[src/rtl/jpeg_dec_pkg.sv]
// jpeg_dec_pkg: shared widths, stuffing byte constants and the byte-filter action encoding for the JPEG bit unpacker.
package jpeg_dec_pkg;
  localparam int WORD_W = 32;
  localparam int BUF_W = 48;
  localparam int PEEK_W = 16;
  localparam logic [7:0] BYTE_FF = 8'hFF;
  localparam logic [7:0] BYTE_STUFF = 8'h00;
  typedef enum logic [1:0] {PUSH, PUSH_FF, DROP, MARKER} byte_act_t;
endpackage

[src/rtl/jpeg_bit_unpacker_if.sv]
// jpeg_bit_unpacker_if: packed word stream in, peek/consume bit window and status out.
interface jpeg_bit_unpacker_if;
  import jpeg_dec_pkg::*;
  logic [WORD_W-1:0] word_in;
  logic word_en;
  logic word_last;
  logic word_rdy;
  logic [PEEK_W-1:0] peek_bits;
  logic [5:0] avail;
  logic consume_en;
  logic [4:0] consume_len;
  logic marker_det;
  logic [7:0] marker_code;
  logic frame_done;
  logic err;
  modport master (
    output word_in, word_en, word_last, consume_en, consume_len,
    input word_rdy, peek_bits, avail, marker_det, marker_code, frame_done, err
  );
  modport slave (
    input word_in, word_en, word_last, consume_en, consume_len,
    output word_rdy, peek_bits, avail, marker_det, marker_code, frame_done, err
  );
endinterface

[src/rtl/jpeg_bit_unpacker_unstuff.sv]
// jpeg_unstuff: 0xFF/0x00 unstuffing and marker classification of one byte; JPEG_UNSTUFF_EN compiles the filter in, otherwise bytes pass raw.
module jpeg_unstuff
  import jpeg_dec_pkg::*;
(
  input  logic clk,
  input  logic nrst,
  input  logic [7:0] byte_in,
  input  logic byte_go,
  input  logic frame_end,
  output byte_act_t act,
  output logic [7:0] push_byte,
  output logic mk
);
`ifdef JPEG_UNSTUFF_EN
  logic ff_seen;
  always_comb begin
    act = ff_seen ? (byte_in == BYTE_STUFF ? PUSH_FF : byte_in == BYTE_FF ? DROP : MARKER)
                  : (byte_in == BYTE_FF ? DROP : PUSH);
    push_byte = act == PUSH_FF ? BYTE_FF : byte_in;
    mk = act == MARKER;
  end
  // every 0xFF leaves the filter armed; anything else disarms it
  always_ff @(posedge clk or negedge nrst)
    if (!nrst) ff_seen <= 1'b0;
    else if (frame_end) ff_seen <= 1'b0;
    else if (byte_go) ff_seen <= byte_in == BYTE_FF;
`else
  logic unused_in;
  assign unused_in = ^{clk, nrst, byte_go, frame_end};
  assign act = PUSH;
  assign push_byte = byte_in;
  assign mk = 1'b0;
`endif
endmodule

[src/rtl/jpeg_bit_unpacker.sv]
// jpeg_bit_unpacker: 32-bit word to left-aligned bit window reader with optional unstuffing/marker detection (JPEG_UNSTUFF_EN).
module jpeg_bit_unpacker
  import jpeg_dec_pkg::*;
(
  input logic clk,
  input logic nrst,
  jpeg_bit_unpacker_if.slave bus
);
  logic [WORD_W-1:0] hold;
  logic hold_valid, hold_last;
  logic [1:0] bidx;
  logic [BUF_W-1:0] bits_q, bits_c, bits_n;
  logic [5:0] cnt, cnt_c, cnt_n;
  logic [7:0] cur_byte, push_byte, marker_code;
  byte_act_t act;
  logic mk, cons_ok, cons_bad, byte_go, push, accept, frame_end, err, frame_done, marker_det;
  jpeg_unstuff u_unstuff (
    .clk(clk), .nrst(nrst), .byte_in(cur_byte), .byte_go(byte_go),
    .frame_end(frame_end), .act(act), .push_byte(push_byte), .mk(mk)
  );
  // consume is applied before the push so a full buffer can drain and refill in one cycle
  always_comb begin
    cur_byte = hold[{~bidx, 3'b000} +: 8];
    cons_ok = bus.consume_en && ({1'b0, bus.consume_len} <= cnt);
    cons_bad = bus.consume_en && ({1'b0, bus.consume_len} > cnt);
    cnt_c = cons_ok ? cnt - {1'b0, bus.consume_len} : cnt;
    bits_c = cons_ok ? bits_q << bus.consume_len : bits_q;
    byte_go = hold_valid && (cnt_c <= 6'(BUF_W - 8));
    push = byte_go && (act == PUSH || act == PUSH_FF);
    bits_n = push ? bits_c | ({push_byte, {(BUF_W-8){1'b0}}} >> cnt_c) : bits_c;
    cnt_n = push ? cnt_c + 6'd8 : cnt_c;
    frame_end = byte_go && bidx == 2'd3 && hold_last;
    accept = bus.word_en && bus.word_rdy;
  end
  assign bus.word_rdy = !hold_valid || (bidx == 2'd3 && byte_go);
  assign bus.peek_bits = bits_q[BUF_W-1 -: PEEK_W];
  assign bus.avail = cnt;
  assign bus.marker_det = marker_det;
  assign bus.marker_code = marker_code;
  assign bus.frame_done = frame_done;
  assign bus.err = err;
  always_ff @(posedge clk or negedge nrst)
    if (!nrst) begin
      hold <= '0;
      hold_valid <= 1'b0;
      hold_last <= 1'b0;
      bidx <= 2'd0;
      bits_q <= '0;
      cnt <= 6'd0;
      err <= 1'b0;
      frame_done <= 1'b0;
      marker_det <= 1'b0;
      marker_code <= 8'h00;
    end else begin
      if (accept) begin
        hold <= bus.word_in;
        hold_valid <= 1'b1;
        hold_last <= bus.word_last;
        bidx <= 2'd0;
      end else if (byte_go) begin
        bidx <= bidx + 2'd1;
        hold_valid <= bidx != 2'd3;
      end
      bits_q <= bits_n;
      cnt <= cnt_n;
      err <= err | cons_bad;
      frame_done <= frame_end | (frame_done & !accept);
      marker_det <= byte_go & mk;
      if (byte_go && mk) marker_code <= cur_byte;
    end
endmodule

[src/flat_wrapper.sv]
// flat-port wrapper written by rule: the top's interface ports become plain ports
module jpeg_bit_unpacker_flat import jpeg_dec_pkg::*;
  (clk, nrst, bus_word_in, bus_word_en, bus_word_last, bus_consume_en, bus_consume_len, bus_word_rdy, bus_peek_bits, bus_avail, bus_marker_det, bus_marker_code, bus_frame_done, bus_err);
  jpeg_bit_unpacker_if bus_i ();
  input logic clk;
  input logic nrst;
  input wire logic [$bits(bus_i.word_in)-1:0] bus_word_in;
  input wire logic [$bits(bus_i.word_en)-1:0] bus_word_en;
  input wire logic [$bits(bus_i.word_last)-1:0] bus_word_last;
  input wire logic [$bits(bus_i.consume_en)-1:0] bus_consume_en;
  input wire logic [$bits(bus_i.consume_len)-1:0] bus_consume_len;
  output wire logic [$bits(bus_i.word_rdy)-1:0] bus_word_rdy;
  output wire logic [$bits(bus_i.peek_bits)-1:0] bus_peek_bits;
  output wire logic [$bits(bus_i.avail)-1:0] bus_avail;
  output wire logic [$bits(bus_i.marker_det)-1:0] bus_marker_det;
  output wire logic [$bits(bus_i.marker_code)-1:0] bus_marker_code;
  output wire logic [$bits(bus_i.frame_done)-1:0] bus_frame_done;
  output wire logic [$bits(bus_i.err)-1:0] bus_err;
  assign bus_i.word_in = bus_word_in;
  assign bus_i.word_en = bus_word_en;
  assign bus_i.word_last = bus_word_last;
  assign bus_i.consume_en = bus_consume_en;
  assign bus_i.consume_len = bus_consume_len;
  assign bus_word_rdy = bus_i.word_rdy;
  assign bus_peek_bits = bus_i.peek_bits;
  assign bus_avail = bus_i.avail;
  assign bus_marker_det = bus_i.marker_det;
  assign bus_marker_code = bus_i.marker_code;
  assign bus_frame_done = bus_i.frame_done;
  assign bus_err = bus_i.err;
  jpeg_bit_unpacker u_core (.clk(clk), .nrst(nrst), .bus(bus_i));
endmodule
[config.mk]
export PLATFORM = sky130hd
export DESIGN_NAME = jpeg_bit_unpacker_flat
export DESIGN_NICKNAME = d
export VERILOG_FILES = /design/src/rtl/jpeg_dec_pkg.sv /design/src/rtl/jpeg_bit_unpacker_if.sv /design/src/rtl/jpeg_bit_unpacker_unstuff.sv /design/src/rtl/jpeg_bit_unpacker.sv /design/src/flat_wrapper.sv
export SDC_FILE = /design/constraint.sdc
export NUM_CORES = 1
export LEC_CHECK = 0
export BUFFER_PORTS_ARGS = -buffer_cell sky130_fd_sc_hd__buf_2
export CAP_MARGIN = 20
export CORE_MARGIN = 2
export CORE_UTILIZATION = 60
export DETAILED_ROUTE_END_ITERATION = 12
export PLACE_DENSITY = 0.77
export SLEW_MARGIN = 5
export SYNTH_ARGS = -nofsm -noshare
export SYNTH_HDL_FRONTEND = slang
export SYNTH_HIERARCHICAL = 1
export SYNTH_SLANG_ARGS = --single-unit
[constraint.sdc]
create_clock -name clk -period 12.69 [get_ports clk]
set_input_delay 2.538 -clock clk [delete_from_list [all_inputs] [get_ports clk]]
set_output_delay 2.538 -clock clk [all_outputs]
set_load 0.005 [all_outputs]
* After elaboration in Yosys (flattened, before gate mapping)
Cells that the tools add are included.
Word-level totals: register bits after elaboration 92, word-level logic and storage cells 42
Cells by class: order comparisons 3, reductions and logical operators 10, add/subtract/negate cells 3, shift operators 3, muxes and demuxes 8, bitwise operators 5, equal/unequal tests 2
Operators by type and width (count):
- $mux W48 | 2
- $or A48 B48 Y48 | 1
- $shl A48 B5 Y48 | 1
- $shr A48 B6 Y48 | 1
- $shiftx A32 B6 Y8 | 1
- $mux W6 | 2
- $add A6 B4 Y6 const B | 1
- $gt A5 B6 Y1 | 1
- $le A5 B6 Y1 | 1
- $le A6 B6 Y1 const B | 1
- $logic_and A1 B1 Y1 | 6
- $sub A6 B5 Y6 | 1
- $mux W2 | 2
- $add A2 B1 Y2 const B | 1
- $eq A2 B2 Y1 const B | 1
- $logic_not A1 Y1 | 2
- $mux W1 | 2
- $ne A2 B2 Y1 const B | 1
- $not A2 Y2 | 1
- $or A1 B1 Y1 | 2
- $reduce_bool A2 Y1 | 1
- $and A1 B1 Y1 | 1
- $logic_or A1 B1 Y1 | 1

* Depth between registers and ports, before layout
word-level depth 11, gate-level depth with buffers 15, gate-level depth less buffers 14

* Cells and area by module
Netlist, hierarchy kept.
By module, submodules not included:
- jpeg_bit_unpacker | area each 7667.4 um^2, cells each 796, instances 1
- jpeg_unstuff | area each 86.3 um^2, cells each 12, instances 1

* Least setup slack after synthesis
Ideal clock, no wire load.
path kind input -> output, start point input bus_consume_len[4], end point output bus_word_rdy, arrival time 4948 ps, path buffers 2, data required time 10152 ps, cell stages on the path 10, slack 5204 ps, path through clkbuf_1 -> clkinv_1 -> clkbuf_1 -> ha_1 -> o21ai_0 -> o221a_4 -> nor2_4 -> mux2_4 -> and2_4 -> o21ai_4
Between the ends: longest elaborated chain between the ends 7
Ends and longest elaborated chain:
- start, declared | line flat_wrapper.sv:11 | input wire logic [$bits(bus_i.consume_len)-1:0] bus_consume_len;
- $le A5 B6 Y1 | line jpeg_bit_unpacker.sv:24 | cons_ok = bus.consume_en && ({1'b0, bus.consume_len} <= cnt);
- $logic_and A1 B1 Y1 | line jpeg_bit_unpacker.sv:24
- $mux W6 * | line jpeg_bit_unpacker.sv:26 | cnt_c = cons_ok ? cnt - {1'b0, bus.consume_len} : cnt;
- $le A6 B6 Y1 * | line jpeg_bit_unpacker.sv:28 | byte_go = hold_valid && (cnt_c <= 6'(BUF_W - 8));
- $logic_and A1 B1 Y1 * | line jpeg_bit_unpacker.sv:28
- $logic_and A1 B1 Y1 * | line jpeg_bit_unpacker.sv:35 | assign bus.word_rdy = !hold_valid || (bidx == 2'd3 && byte_go);
- $logic_or A1 B1 Y1 * | line jpeg_bit_unpacker.sv:35
- end, declared | line flat_wrapper.sv:12 | output wire logic [$bits(bus_i.word_rdy)-1:0] bus_word_rdy;
Every way passes the cells marked *; elsewhere a longest branch is shown, timed or not.

* Worst setup path after layout
Same ends and word-level chain as after synthesis.

==> results.json <==
{
  "status": "finished, final reports clean",
  "switching_power_w": 0.00115,
  "first_iter_violations": 703,
  "initial_core_util": 0.614,
  "syn-instance-count": 807,
  "dr.pass1.iters": 6,
  "io_buffers": 75,
  "grt_pass1_vias": 6768,
  "rsz0062_at_grt": "no",
  "grt-ovfl-total": 0,
  "wl_um": 23000,
  "end_kind": "output port",
  "skew_ps": 11.4,
  "p_leak_nw": 3.53,
  "syn_area_per_cell_um2": 9.60,
  "holdWs_ps": 483,
  "fin_area_um2": 8220,
  "grtUsageMet3": 0.0722,
  "ant_nets": 0,
  "fillCellCount": 1074,
  "place_inst": 979,
  "hp-class": "flip-flop to flip-flop",
  "worstPathMaxFanout": 44,
  "holdBufCountCts": 0,
  "seq_area_um2": 2530,
  "ys.warnings.count": 6,
  "switching_share": 0.488,
  "num_rows": 41,
  "vdd_ir_drop_max_v": 0.000241,
  "grt_pass1_wl_um": 36300,
  "top_usage_layer": "met2",
  "numCtsBuffers": 9,
  "die_area_um2": 13800,
  "gp_congestion": 0.985,
  "cp-start-kind": "input pin",
  "die_width_um": 118,
  "syn_to_final_growth_pct": 6.12,
  "die_height_um": 118,
  "intPower_w": 0.00121,
  "clk_pin_slew_worst_paths_ps": 70,
  "hold_viol": 0,
  "grt_max_degree": 67,
  "setup_viol": 0,
  "drc": 0,
  "grt_util_met2": 0.532,
  "cts_buffer_depth": 2,
  "cts_sinks": 101,
  "vias_per_cell": 6.87,
  "drv_cap": 0,
  "relSlewSlack": 0.406,
  "drive_above_1_share": 0.224,
  "diodes": 0,
  "post_cts_resized": 0,
  "drv_slew": 0,
  "antenna_found_initial": 0,
  "insertion_delay_ps": 350,
  "stdcell_count": 995,
  "track_usage": 0.331,
  "fmax_ghz": 0.110,
  "final_cell_mix": "133 x nand2_1, 101 x dfrtp_1, 74 x buf_2",
  "ios": 76,
  "final_common_cell": "nand2_1",
  "seq_power_share": 0.276,
  "h-tree-depth": 3,
  "p_per_area_nw_per_um2": 287,
  "cts_root_buffer": "clkbuf_16",
  "cts_setup_buffers": 0,
  "crit_type": "input pin to output port",
  "core_um2": 12600,
  "p_comb_frac": 0.612,
  "num_vias": 6840,
  "cts_tree": "yes",
  "worst_pin_slew_ps": 884,
  "placed_cell_area_um2": 7940,
  "tns_ps": 0,
  "min_period_ps": 9110,
  "required_ps": 10150,
  "clockPowerShare": 0.112,
  "layout.nets": 867,
  "netlist_area_um2": 7750,
  "dp_hpwl_um": 17000,
  "finalCritPeriodShare": 0.718,
  "wl_per_cell_um": 23.1,
  "multi_input_area_um2": 4710,
  "arrival_ps": 6570,
  "grt_use_met1": 0.438
}
-- metal layers --
layer / wire, µm / part of all wire
met1: 8930 / 0.39
met5: 0 / 0
met2: 10600 / 0.46
met3: 2440 / 0.11
met4: 1010 / 0.044
-- path summary, 6_finish.rpt --
| check | startpoint | endpoint | slack, ps | depth (start not counted) |
|---|---|---|---|---|
| worst max-delay path | bus_consume_len[4] | bus_word_rdy | 3580 | 10 |
| min in group asynchronous | nrst | u_core/bits_q[34] | 2150 | 1 |
| worst min register to register | u_core/bus.frame_done | u_core/bus.frame_done | 480 | 1 |
| worst min-delay path | u_core/bus.frame_done | u_core/bus.frame_done | 480 | 1 |
| worst max register to register | u_core/bus.avail[0] | u_core/bits_q[21] | 8020 | 15 |
| max in group asynchronous | nrst | u_core/hold[7] | 9370 | 2 |
-- flip-flops by register name (all words and copies together) (netlist names), 2 cells and up --
name                    count
u_core/bus.avail            6
u_core/hold                32
u_core/bidx                 2
u_core/bus.marker_code      8
u_core/bits_q              48
-- critical path: stages --
cell,delay [ps]
buf_2,580
clkinv_1,670
ha_1,560
o21ai_0,230
o221a_4,360
nor2_4,660
mux2_4,410
and2_4,180
o21ai_4,190
buf_2,140
-- cell type report --
class                           count  share of cell area
Tap cell                          172              0.0262
Multi-Input combinational cell    608               0.573
Clock buffer                       10              0.0279
Clock inverter                      6             0.00670
Inverter                           17             0.00776
Timing Repair Buffer               81              0.0514
Sequential cell                   101               0.307
-- through the flow --
| step | util | setup slack, ps | power [W] |
|---|---|---|---|
| after floorplan | - | 5200 | 0.00171 |
| after global placement | 0.629 | 3890 | 0.00200 |
| after detailed placement | 0.629 | 3740 | 0.00204 |
| after CTS | 0.651 | 3720 | 0.00231 |
| after global routing | 0.651 | 3320 | 0.00248 |
| final | 0.651 | 3580 | 0.00236 |
-- power by group through the flow --
stage | combinational (W) | clock, W | sequential, W
after floorplan | 0.00113 | 0 | 0.000574
after global placement | 0.00136 | 0 | 0.000637
after detailed placement | 0.00139 | 0 | 0.000649
after CTS | 0.00140 | 0.000266 | 0.000643
after global routing | 0.00154 | 0.000277 | 0.000669
final | 0.00145 | 0.000264 | 0.000652
Note: power is estimated with default switching activity, not from simulation.
